### src/rtl/sqrt_arbiter.sv
// sqrt_arbiter: round-robin arbiter that time-shares one pipelined square-root
// core among N_REQ requesters. Operands and results are Q16.16 unsigned.
//
// Handshakes (valid/ready): a request transfers on a rising clk edge where
// req_valid[i] and req_ready[i] are both 1; the requester holds req_valid and
// req_data stable until then. A response transfers on a rising clk edge where
// rsp_valid and rsp_ready are both 1; rsp_data/rsp_id hold until then.
// req_ready is a combinational one-hot grant driven only while idle.
//
// Latency: the operand register changes on the accept edge. The core needs
// SQRT_LAT clocks to present its result, so the result is captured SQRT_LAT+1
// edges after acceptance. cnt counts the edges spent in WAIT.
module sqrt_arbiter #(
  parameter int N_REQ    = 4,
  parameter int DW       = 32,
  parameter int SQRT_LAT = 16,
  localparam int IW      = (N_REQ > 1) ? $clog2(N_REQ) : 1
) (
  input  logic                clk,
  input  logic                rst_n,
  input  logic [N_REQ-1:0]    req_valid,
  input  logic [N_REQ*DW-1:0] req_data,
  output logic [N_REQ-1:0]    req_ready,
  output logic                rsp_valid,
  output logic [IW-1:0]       rsp_id,
  output logic [DW-1:0]       rsp_data,
  input  logic                rsp_ready,
  output logic [DW-1:0]       sq_operand,
  input  logic [DW-1:0]       sq_result,
  output logic                busy,
  output logic [1:0]          state_dbg
);

  typedef enum logic [1:0] {
    ST_IDLE = 2'd0,
    ST_WAIT = 2'd1,
    ST_RESP = 2'd2
  } state_t;

  localparam int CW = $clog2(SQRT_LAT + 1);
  localparam logic [CW-1:0] CNT_LAST = CW'(SQRT_LAT);

  state_t          state;
  state_t          state_nxt;
  logic [IW-1:0]   ptr;
  logic [CW-1:0]   cnt;
  logic            gnt_found;
  logic [IW-1:0]   gnt_idx;
  logic [IW:0]     scan_sum;
  logic [IW-1:0]   ptr_nxt;
  logic            accept;

  // Round-robin search: first valid requester at or after ptr, wrapping.
  always_comb begin
    gnt_found = 1'b0;
    gnt_idx   = '0;
    scan_sum  = '0;
    for (int k = 0; k < N_REQ; k++) begin
      scan_sum = {1'b0, ptr} + (IW + 1)'(k);
      if (scan_sum >= (IW + 1)'(N_REQ)) begin
        scan_sum = scan_sum - (IW + 1)'(N_REQ);
      end
      if (!gnt_found && req_valid[scan_sum[IW-1:0]]) begin
        gnt_found = 1'b1;
        gnt_idx   = scan_sum[IW-1:0];
      end
    end
  end

  // Pointer moves to the requester just after the winner.
  always_comb begin
    ptr_nxt = (gnt_idx == IW'(N_REQ - 1)) ? '0 : gnt_idx + IW'(1);
    accept  = (state == ST_IDLE) && gnt_found;
  end

  // State register.
  always_ff @(posedge clk or negedge rst_n) begin
    if (!rst_n) begin
      state <= ST_IDLE;
    end else begin
      state <= state_nxt;
    end
  end

  // Next-state logic.
  always_comb begin
    state_nxt = state;
    case (state)
      ST_IDLE: if (gnt_found) state_nxt = ST_WAIT;
      ST_WAIT: if (cnt == CNT_LAST) state_nxt = ST_RESP;
      ST_RESP: if (rsp_ready) state_nxt = ST_IDLE;
      default: state_nxt = ST_IDLE;
    endcase
  end

  // Outputs decoded from state; grant is gated by rst_n so it is 0 in reset.
  always_comb begin
    req_ready = '0;
    if (rst_n && accept) begin
      req_ready[gnt_idx] = 1'b1;
    end
    busy      = (state != ST_IDLE);
    rsp_valid = (state == ST_RESP);
    state_dbg = state;
  end

  // Datapath: operand/id capture on accept, cycle count and result capture in WAIT.
  always_ff @(posedge clk or negedge rst_n) begin
    if (!rst_n) begin
      ptr        <= '0;
      cnt        <= '0;
      sq_operand <= '0;
      rsp_data   <= '0;
      rsp_id     <= '0;
    end else begin
      if (accept) begin
        sq_operand <= req_data[gnt_idx*DW +: DW];
        rsp_id     <= gnt_idx;
        cnt        <= '0;
        ptr        <= ptr_nxt;
      end else if (state == ST_WAIT) begin
        if (cnt == CNT_LAST) begin
          rsp_data <= sq_result;
        end else begin
          cnt <= cnt + CW'(1);
        end
      end
    end
  end

endmodule

### config.mk
export PLATFORM = sky130hd
export DESIGN_NAME = sqrt_arbiter
export DESIGN_NICKNAME = d
export VERILOG_FILES = /design/src/rtl/sqrt_arbiter.sv
export SDC_FILE = /design/constraint.sdc
export NUM_CORES = 1
export LEC_CHECK = 0
export ABC_CLOCK_PERIOD_IN_PS = 5300
export CORE_MARGIN = 2
export CORE_UTILIZATION = 41
export CTS_BUF_LIST = sky130_fd_sc_hd__clkbuf_16
export DETAILED_ROUTE_END_ITERATION = 8
export PLACE_DENSITY_LB_ADDON = 0.2
export SYNTH_ARGS = -nofsm -noshare
export SYNTH_HDL_FRONTEND = slang
export SYNTH_SLANG_ARGS = --single-unit
### constraint.sdc
create_clock -name clk -period 5.3 [get_ports clk]
set_input_delay 1.325 -clock clk [delete_from_list [all_inputs] [get_ports clk]]
set_output_delay 1.325 -clock clk [all_outputs]
set_load 0.03 [all_outputs]
==> impl_metrics.py <==
metrics = {
    "status": {
        "status": "finished, final reports clean",
    },
    "finish": {
        "final_layout_size_suffix_gt1_frac": 0.129,
        "final_area_um2": 6720,
        "nets": 755,
        "utilization": 0.724,
        "antenna_cells": 0,
        "area_delta_synth_final_pct": 69.9,
        "fill_cells": 723,
        "final_cells": 719,
    },
    "timing": {
        "setup_ws_ns": 0.493,
        "fin_skew_ns": 0.00652,
        "rsz0062_at_grt": "false",
        "setup_viol": 0,
        "max_freq_ghz": 0.208,
        "slew_headroom": 0.358,
        "period_share": 0.907,
        "fin_tns_setup_ns": 0,
        "worst_slew_pin_slew_ns": 0.960,
        "min_period_ns": 4.81,
        "drv_slew": 0,
        "hold_viol": 0,
        "whs_ns": 0.487,
    },
    "power_and_ir_drop": {
        "power.density_nw_per_um2": 550,
        "combPwrFrac": 0.558,
        "p_sw_mw": 1.55,
        "p_leak_nw": 2.83,
        "power_frac_clock": 0.165,
        "p_seq_frac": 0.277,
        "power_mw": 3.70,
        "ir_worst_vdd_uv": 279,
        "p_int_mw": 2.15,
        "swShare": 0.419,
    },
    "grt": {
        "antenna_found_initial": 0,
        "grt_max_degree": 77,
        "grt_pass1_vias": 3796,
        "gr-total-overflow": 0,
        "grtUsageTotal": 0.228,
        "grt_pass1_wl_mm": 18.5,
    },
    "placed_design": {
        "dp_hpwl_mm": 9.05,
        "routabilityCongestion": 0.783,
        "dpl_cell_area_um2": 6410,
        "portBuffers": 240,
        "post-place-cells": 703,
        "place_ws_ns": 0.536,
    },
    "worst_hold_path": {
        "hold_class": "flip-flop to flip-flop",
    },
    "routing": {
        "vias_per_cell": 5.18,
        "remaining_drc_errors": 0,
        "drtPass1Iterations": 4,
        "num_vias": 3723,
        "drt_iter0_drc": 82,
        "wl_per_cell_um": 16.7,
        "wl_mm": 12.0,
        "antenna_left": 0,
    },
    "yosys": {
        "netlist_top_cells_count": "dfrtp_1, a211oi_1, nor2_1",
        "synth_top_area_share": 0.475,
        "yosysTopAreaCell": "dfrtp_1",
        "seq_area_frac_synth": 0.475,
        "synth-edff-count": 0,
        "synth_area_um2": 3950,
        "synth_nets": 525,
        "yosys_warnings": 0,
        "synth.distinct_cells": 37,
        "synth_area_leaders": "dfrtp_1, a211oi_1, mux2_2",
        "synth_cells": 355,
        "ys_ff_latch": 75,
        "async_flop_share": 1.00,
        "synth_ff_type": "dfrtp_1",
        "syn_area_per_cell_um2": 11.1,
        "post-synth-top-count-cell": "dfrtp_1",
    },
    "critical_path": {
        "cp.required_ns": 3.97,
        "crit_path_max_fanout": 5,
        "cp-end-kind": "primary output",
        "critPathLaunchType": "input pin",
        "cp.arrival_ns": 3.48,
        "path_class": "input pin to primary output",
    },
    "clock_tree": {
        "post-cts-setup-buffers": 0,
        "cts_resized": 0,
        "clkTransAtPathRegs_ns": 0.06,
        "cts_buffers": 9,
        "clockBufferDepth": 2,
        "worst_skew_pair.late_latency_ns": 0.32,
        "cts_tree": "yes",
        "htree_levels": 3,
        "cts.hold.buffers_added": 0,
        "cts-root-buf": "clkbuf_16",
        "clkSinkCount": 75,
    },
    "floorplanning": {
        "floorplan.die_area_um2": 10400,
        "io_pins": 241,
        "rows": 35,
        "start_util": 0.426,
        "die_w_um": 102,
        "coreArea_um2": 9280,
        "die_y_um": 102,
    },
    "flow_run": {
        "maxCapViolCount": 0,
    },
}
worst max-delay path, cell delays in order:
cell,delay [ns]
clkdlybuf4s50_1,0.47
nor2b_1,0.16
a221o_1,0.37
and2_1,0.21
nor3_1,0.23
clkdlybuf4s50_1,0.71
placed cells by master (no fill, tap or decap), types with 2 or more instances in the layout:
cell type        instances
ha_1                     3
nor2_1                  38
mux2i_1                 34
nand2_1                  9
dfrtp_1                 75
nor3_1                   2
mux2_2                  32
clkbuf_16                9
a211oi_1                54
clkdlybuf4s50_1        237
nand4_1                  2
and3_1                  34
o21ai_1                  2
o21ai_0                  2
a211oi_2                10
clkinv_4                 3
inv_1                    5
or2_1                    2
xor2_1                   3
nor2b_1                  2
buf_4                   10
sequential cells by signal (all words and copies together), names as in the netlist:
register / flops
rsp_id: 2
cnt: 5
sq_operand: 32
rsp_data: 32
state_dbg: 2
ptr: 2
layout make-up:
| type | count | area (µm²) | area share |
|---|---|---|---|
| timing repair buffer | 247 | 2450 | 0.364 |
| multi-input combinational | 246 | 1910 | 0.284 |
| sequential | 75 | 1880 | 0.279 |
| clock buffer | 9 | 225 | 0.0335 |
| tap | 129 | 161 | 0.0240 |
| clock inverter | 7 | 77.6 | 0.0115 |
| inverter | 6 | 22.5 | 0.00335 |
path summary, 6_finish.rpt:
check / start / to / slack, ns / cells after the start
worst max register to register: state_dbg[1] / sq_operand[18] / 2.53 / 6
worst min-delay path: rsp_id[1] / rsp_id[1] / 0.49 / 2
worst min register to register: rsp_id[1] / rsp_id[1] / 0.49 / 2
min in group asynchronous: rst_n / rsp_id[0] / 1.24 / 2
max in group asynchronous: rst_n / rsp_data[27] / 3.45 / 2
worst max-delay path: req_valid[2] / req_ready[0] / 0.49 / 6
routing by layer:
layer	vias to the layer above	share of wire	GRT usage
met5	-	0	0
met4	0	0.023	0.0841
met3	20	0.076	0.0575
met2	169	0.49	0.398
met1	1766	0.41	0.273
li1	1768	-	-
power groups by stage:
stage | clock network (mW) | logic [mW] | registers [mW]
2_1_floorplan | 0 | 0.739 | 1.53
3_3_place_gp | 0 | 2.05 | 1.02
3_5_place_dp | 0 | 2.08 | 1.04
4_1_cts | 0.623 | 2.08 | 1.03
5_1_grt | 0.650 | 2.20 | 1.06
6_report | 0.609 | 2.06 | 1.03
kinds of logic (layout without fill, tap and decap cells):
logic type                 after synthesis  after routing  synth area share
AOI/OAI and AO/OA                       73             73             0.151
adders and majority gates                3              3           0.00949
buffers and inverters                   34            269            0.0462
xor gates and xnor gates                 4              4           0.00886
and+or+nand+nor                        100            100             0.132
DFF                                     75             75             0.475
muxes                                   66             66             0.177
No activity file was read; power rests on OpenSTA's default activity.
